===== src/rtl/matmul_loop_seq.sv =====
// Loop/address sequencer for one matrix-multiply core (D = A x B).
// Walks i/j/k with k innermost and rows striped over N_CORES; emits one beat per MAC step.
module matmul_loop_seq #(
  parameter int unsigned ADDR_W  = 8,
  parameter int unsigned DIM_W   = 8,
  parameter int unsigned N_CORES = 1,
  parameter int unsigned CORE_ID = 0
) (
  input  logic              clock,
  input  logic              RST,
  input  logic              start,
  input  logic [DIM_W-1:0]  dim_i,
  input  logic [DIM_W-1:0]  dim_j,
  input  logic [DIM_W-1:0]  dim_k,
  input  logic [ADDR_W-1:0] base_a,
  input  logic [ADDR_W-1:0] base_b,
  input  logic [ADDR_W-1:0] base_d,
  output logic              beat_valid,
  input  logic              beat_ready,
  output logic [ADDR_W-1:0] addr_a,
  output logic [ADDR_W-1:0] addr_b,
  output logic [ADDR_W-1:0] addr_d,
  output logic              first_k,
  output logic              last_k,
  output logic              busy,
  output logic              done
);

  typedef enum logic [1:0] {StIdle, StIssue, StDone} state_e;

  localparam logic [DIM_W:0]    NCoresI = (DIM_W+1)'(N_CORES);
  localparam logic [DIM_W:0]    CoreIdI = (DIM_W+1)'(CORE_ID);
  localparam logic [ADDR_W-1:0] NCoresA = ADDR_W'(N_CORES);
  localparam logic [ADDR_W-1:0] CoreIdA = ADDR_W'(CORE_ID);

  state_e              r_state;
  logic [DIM_W:0]      r_i;
  logic [DIM_W:0]      r_dim_i;
  logic [DIM_W-1:0]    r_j;
  logic [DIM_W-1:0]    r_k;
  logic [DIM_W-1:0]    r_jmax;
  logic [DIM_W-1:0]    r_kmax;
  logic [ADDR_W-1:0]   r_base_b;
  logic [ADDR_W-1:0]   r_col_b;
  logic [ADDR_W-1:0]   r_row_a;
  logic [ADDR_W-1:0]   r_row_d;
  logic [ADDR_W-1:0]   r_step_a;
  logic [ADDR_W-1:0]   r_step_b;
  logic [ADDR_W-1:0]   r_step_d;
  logic [ADDR_W-1:0]   r_addr_a;
  logic [ADDR_W-1:0]   r_addr_b;
  logic [ADDR_W-1:0]   r_addr_d;
  logic                r_first;
  logic                r_last;
  logic                r_valid;
  logic                r_busy;
  logic                r_done;

  logic                w_accept;
  logic                w_go;
  logic                w_k_end;
  logic                w_j_end;
  logic                w_i_end;
  logic [DIM_W:0]      w_i_next;
  logic [ADDR_W-1:0]   w_dim_j_a;
  logic [ADDR_W-1:0]   w_dim_k_a;
  logic [ADDR_W-1:0]   w_row_a0;
  logic [ADDR_W-1:0]   w_row_d0;
  logic [ADDR_W-1:0]   w_row_a_nx;
  logic [ADDR_W-1:0]   w_row_d_nx;
  logic [ADDR_W-1:0]   w_col_b_nx;

  always_comb begin
    w_accept   = r_valid & beat_ready;
    w_go       = (CoreIdI < {1'b0, dim_i}) && (dim_j != '0) && (dim_k != '0);
    w_k_end    = (r_k == r_kmax);
    w_j_end    = (r_j == r_jmax);
    // i is one bit wider than the dims so the stride cannot wrap before the compare
    w_i_next   = r_i + NCoresI;
    w_i_end    = (w_i_next >= r_dim_i);
    w_dim_j_a  = ADDR_W'(dim_j);
    w_dim_k_a  = ADDR_W'(dim_k);
    w_row_a0   = base_a + CoreIdA * w_dim_k_a;
    w_row_d0   = base_d + CoreIdA * w_dim_j_a;
    w_row_a_nx = r_row_a + r_step_a;
    w_row_d_nx = r_row_d + r_step_d;
    w_col_b_nx = r_col_b + ADDR_W'(1);
  end

  always_ff @(posedge clock or posedge RST) begin
    if (RST) begin
      r_state  <= StIdle;
      r_i      <= '0;
      r_dim_i  <= '0;
      r_j      <= '0;
      r_k      <= '0;
      r_jmax   <= '0;
      r_kmax   <= '0;
      r_base_b <= '0;
      r_col_b  <= '0;
      r_row_a  <= '0;
      r_row_d  <= '0;
      r_step_a <= '0;
      r_step_b <= '0;
      r_step_d <= '0;
      r_addr_a <= '0;
      r_addr_b <= '0;
      r_addr_d <= '0;
      r_first  <= 1'b0;
      r_last   <= 1'b0;
      r_valid  <= 1'b0;
      r_busy   <= 1'b0;
      r_done   <= 1'b0;
    end else begin
      case (r_state)
        StIdle: begin
          r_done <= 1'b0;
          if (start) begin
            r_dim_i  <= {1'b0, dim_i};
            r_jmax   <= dim_j - DIM_W'(1);
            r_kmax   <= dim_k - DIM_W'(1);
            r_base_b <= base_b;
            r_col_b  <= base_b;
            r_row_a  <= w_row_a0;
            r_row_d  <= w_row_d0;
            r_step_a <= NCoresA * w_dim_k_a;
            r_step_b <= w_dim_j_a;
            r_step_d <= NCoresA * w_dim_j_a;
            r_i      <= CoreIdI;
            r_j      <= '0;
            r_k      <= '0;
            if (w_go) begin
              r_state  <= StIssue;
              r_valid  <= 1'b1;
              r_busy   <= 1'b1;
              r_addr_a <= w_row_a0;
              r_addr_b <= base_b;
              r_addr_d <= w_row_d0;
              r_first  <= 1'b1;
              r_last   <= (dim_k == DIM_W'(1));
            end else begin
              r_state <= StDone;
              r_done  <= 1'b1;
            end
          end
        end
        StIssue: begin
          if (w_accept) begin
            if (!w_k_end) begin
              r_k      <= r_k + DIM_W'(1);
              r_addr_a <= r_addr_a + ADDR_W'(1);
              r_addr_b <= r_addr_b + r_step_b;
              r_first  <= 1'b0;
              r_last   <= ((r_k + DIM_W'(1)) == r_kmax);
            end else if (!w_j_end) begin
              r_k      <= '0;
              r_j      <= r_j + DIM_W'(1);
              r_col_b  <= w_col_b_nx;
              r_addr_a <= r_row_a;
              r_addr_b <= w_col_b_nx;
              r_addr_d <= r_addr_d + ADDR_W'(1);
              r_first  <= 1'b1;
              r_last   <= (r_kmax == '0);
            end else if (!w_i_end) begin
              r_k      <= '0;
              r_j      <= '0;
              r_i      <= w_i_next;
              r_row_a  <= w_row_a_nx;
              r_row_d  <= w_row_d_nx;
              r_col_b  <= r_base_b;
              r_addr_a <= w_row_a_nx;
              r_addr_b <= r_base_b;
              r_addr_d <= w_row_d_nx;
              r_first  <= 1'b1;
              r_last   <= (r_kmax == '0);
            end else begin
              r_state <= StDone;
              r_valid <= 1'b0;
              r_busy  <= 1'b0;
              r_done  <= 1'b1;
              r_first <= 1'b0;
              r_last  <= 1'b0;
            end
          end
        end
        StDone: begin
          r_state <= StIdle;
          r_done  <= 1'b0;
        end
        default: r_state <= StIdle;
      endcase
    end
  end

  assign beat_valid = r_valid;
  assign addr_a     = r_addr_a;
  assign addr_b     = r_addr_b;
  assign addr_d     = r_addr_d;
  assign first_k    = r_first;
  assign last_k     = r_last;
  assign busy       = r_busy;
  assign done       = r_done;

endmodule


===== config.mk =====
export PLATFORM = sky130hd
export DESIGN_NAME = matmul_loop_seq
export DESIGN_NICKNAME = d
export VERILOG_FILES = /design/src/rtl/matmul_loop_seq.sv
export SDC_FILE = /design/constraint.sdc
export NUM_CORES = 1
export LEC_CHECK = 0
export ABC_AREA = 1
export BUFFER_PORTS_ARGS = -buffer_cell sky130_fd_sc_hd__buf_4
export CAP_MARGIN = 20
export CORE_MARGIN = 8
export CORE_UTILIZATION = 60
export CTS_BUF_LIST = sky130_fd_sc_hd__clkbuf_8
export DETAILED_ROUTE_END_ITERATION = 12
export GPL_ROUTABILITY_DRIVEN = 0
export GPL_TIMING_DRIVEN = 0
export PLACE_DENSITY = 0.81
export SYNTH_ARGS = -nofsm -noshare
export SYNTH_HDL_FRONTEND = slang
export SYNTH_SLANG_ARGS = --single-unit

===== constraint.sdc =====
create_clock -name clock -period 6.3 [get_ports clock]
set_input_delay 1.575 -clock clock [delete_from_list [all_inputs] [get_ports clock]]
set_output_delay 1.575 -clock clock [all_outputs]
set_load 0.03 [all_outputs]

==> metrics.txt <==
Worst-Margin Slew 0.657 ns; Setup Viol. Count Final 0; initial antenna violation count 0; Max-Cap Viols 0; Die X 134 µm; RSZ-0062 raised after global routing no; number of flops mapped to enable cells by yosys 0; Post-Syn Area 8370 µm²; Routed WL per cell 16.5 µm; number of global-route vias before repair 7760; Final Hold Viols 0; Hold Path Class reg2reg; die area 18000 µm²; FF+latch count, synth 127; final max-slew violation count 0; n_diodes 0; Die Height 134 µm; Post-Route WL 24.0 mm; Peak VDD IR 137 µV; Netlist cell types 42; clk buf depth 2; Worst setup EP type flip-flop; Core Area 13800 µm²; Final #Nets 1358; prevailing post-synth register cell dfrtp_1; CTS H-Tree Depth 4; sequential share of the synthesized area 38.0%; post-synthesis average cell area 7.21 µm²; crit path kind reg2reg; CTS tree done; clk_lat worst skew 0.47 ns; share of cells above drive strength 1 12.9%; Max FO, Critical Path 10; area delta synth->final 15.4%; cells after synthesis 1161; CTS buffer count 17; drt first-iter violations 642; clk sinks 127; data required time of the worst path 6.71 ns; Starting Density 60.8%; global-route wire length before repair 38.9 mm; Total GRT Usage 27.3%; clk root buf clkbuf_8; DP Wirelength 18.0 mm; PwrDens 170 nW/µm²; vias 8170; Routed Antenna Nets 0; achievable frequency 326 MHz; DRT Pass-1 Iters 5; clk slew on worst S/H paths 0.09 ns; Post-CTS Setup Bufs 0; Worst EP arrival 3.48 ns; Final Skew 0.0184 ns; vias per cell 5.62; status finished, final reports clean; async set or reset register ratio after synthesis 100%; pin count of the biggest net entering global routing 99; syn_nets 1258; LEAKAGE 5.26 nW; Yosys warnings 0; Core Util, Final 70.1%; post-CTS sizing 0; period utilization 48.7%; CTS Hold Bufs 0; row cnt 43; Congestion Overflow GR 0; PortBufs 80; Ports 81; # DRC 0; Slew Limit Headroom 56.2%; Final min period 3.07 ns; hold slack 0.478 ns; Worst Setup Start Kind flip-flop
-- sequential cells by signal, indices dropped and copies added, names as in the netlist, 2 cells and up --
signal and count:
r_jmax 8, r_state 2, addr_a 8, r_step_a 8, r_step_d 8, r_col_b 8
r_row_d 8, r_row_a 8, r_j 8, r_k 8, r_base_b 8, r_kmax 8
addr_b 8, addr_d 8, r_dim_i 8, r_i 9
-- per-stage QoR --
step | instances | power, mW | setup TNS [ns] | setup WS (ns) | cell area, µm²
2_1_floorplan | 1161 | 0.851 | 0 | 1.34 | 8370
3_3_place_gp | 1421 | 0.888 | -23.76 | -0.198 | 9200
3_5_place_dp | 1422 | 0.891 | 0 | 2.85 | 9230
4_1_cts | 1454 | 1.65 | 0 | 3.29 | 9660
5_1_grt | 1454 | 1.69 | 0 | 2.99 | 9660
6_report | 1454 | 1.65 | 0 | 3.23 | 9660
-- metal layers --
metal	vias to the layer above	wire, µm	global-route usage, %
li1	3948	-	-
met1	3808	10500	35.6
met2	350	10800	42.7
met3	64	1950	6.17
met4	0	750	11.6
met5	-	0	0
-- synthesized netlist by cell type (6+ instances only) --
library cell  number  share of area (%)
o21ai_0           73                4.4
nand2_1          404                 18
nand4_1           19                1.4
xnor2_1           23                2.4
dfrtp_1          127                 38
nor3_1            11               0.66
buf_2             11               0.66
a21oi_1           28                1.7
inv_2              8               0.36
a31oi_1            6               0.45
clkbuf_1          17               0.76
xor2_1            32                3.3
inv_1            109                4.9
o21ai_1           24                1.4
nand3_1          102                6.1
or2_2              6               0.45
ha_1              42                6.3
nor2_1            63                2.8
-- layout by cell type, fill, tap and decap left out, types with 3 or more instances in the layout --
| cell type | Yosys | routed |
|---|---|---|
| a21oi_1 | 28 | 28 |
| a31oi_1 | 6 | 6 |
| buf_1 | 3 | 3 |
| buf_2 | 11 | 11 |
| buf_4 | 3 | 83 |
| bufinv_16 | 0 | 3 |
| clkbuf_1 | 17 | 17 |
| clkbuf_8 | 0 | 18 |
| clkinvlp_4 | 0 | 3 |
| dfrtp_1 | 127 | 127 |
| fa_1 | 3 | 3 |
| ha_1 | 42 | 42 |
| inv_1 | 109 | 108 |
| inv_2 | 8 | 8 |
| inv_6 | 0 | 6 |
| nand2_1 | 404 | 404 |
| nand2_2 | 5 | 5 |
| nand2_4 | 4 | 4 |
| nand3_1 | 102 | 102 |
| nand3b_1 | 5 | 5 |
| nand4_1 | 19 | 19 |
| nor2_1 | 63 | 63 |
| nor2_4 | 3 | 3 |
| nor3_1 | 11 | 11 |
| nor4_1 | 4 | 4 |
| o211ai_1 | 5 | 5 |
| o21ai_0 | 73 | 73 |
| o21ai_1 | 24 | 24 |
| or2_2 | 6 | 6 |
| xnor2_1 | 23 | 23 |
| xor2_1 | 32 | 32 |
-- worst paths after layout --
| check | end | from | cells after the start | slack, ns |
|---|---|---|---|---|
| min in group asynchronous | addr_a[2]$_DFFE_PP0P_ | RST | 2 | 1.08 |
| max in group asynchronous | addr_b[7]$_DFFE_PP0P_ | RST | 3 | 4.41 |
| worst min-delay path | r_base_b[4]$_DFFE_PP0P_ | r_base_b[4]$_DFFE_PP0P_ | 2 | 0.48 |
| worst min register to register | r_base_b[4]$_DFFE_PP0P_ | r_base_b[4]$_DFFE_PP0P_ | 2 | 0.48 |
| worst max-delay path | r_col_b[0]$_DFFE_PP0P_ | r_i[0]$_DFFE_PP0P_ | 15 | 3.23 |
| worst max register to register | r_col_b[0]$_DFFE_PP0P_ | r_i[0]$_DFFE_PP0P_ | 15 | 3.23 |
-- power by group --
group          switching [mW]  internal, mW  total, mW
clock                   0.364         0.408      0.771
sequential                  0         0.814      0.814
combinational          0.0342        0.0259     0.0600
total                   0.398          1.25       1.65
-- layout make-up --
class | instances | area, µm²
Multi-Input combinational cell | 881 | 4590
Fill cell | 1179 | 4120
Sequential cell | 127 | 3180
Timing Repair Buffer | 81 | 628
Inverter | 118 | 448
Clock buffer | 18 | 248
Tap cell | 180 | 225
Clock inverter | 14 | 179
Buffer | 35 | 164
-- kinds of logic (layout without fill, tap and decap cells) --
group / after synthesis / in the layout / synth area share (%)
AO/OA/AOI/OAI: 147 / 147 / 9.37
flip-flops: 127 / 127 / 38.0
XOR/XNOR: 55 / 55 / 5.75
buffers and inverters: 153 / 266 / 7.25
AND/OR/NAND/NOR: 634 / 634 / 32.7
adder cells (fa/ha/maj): 45 / 45 / 7.00
-- critical path, cell delays in order (launching register included) --
cell and delay, ns:
dfrtp_1 0.43, ha_1 0.21, nand3_1 0.15, nor2_1 0.19, xor2_1 0.28, ha_1 0.30
nand2_1 0.07, inv_1 0.04, nand4_1 0.08, nand2_1 0.06, nor2_1 0.13, nand2_1 0.15
nand3_2 0.21, clkbuf_1 0.45, nand3_1 0.16, nand2_1 0.11
(Power assumes the default switching activity.)
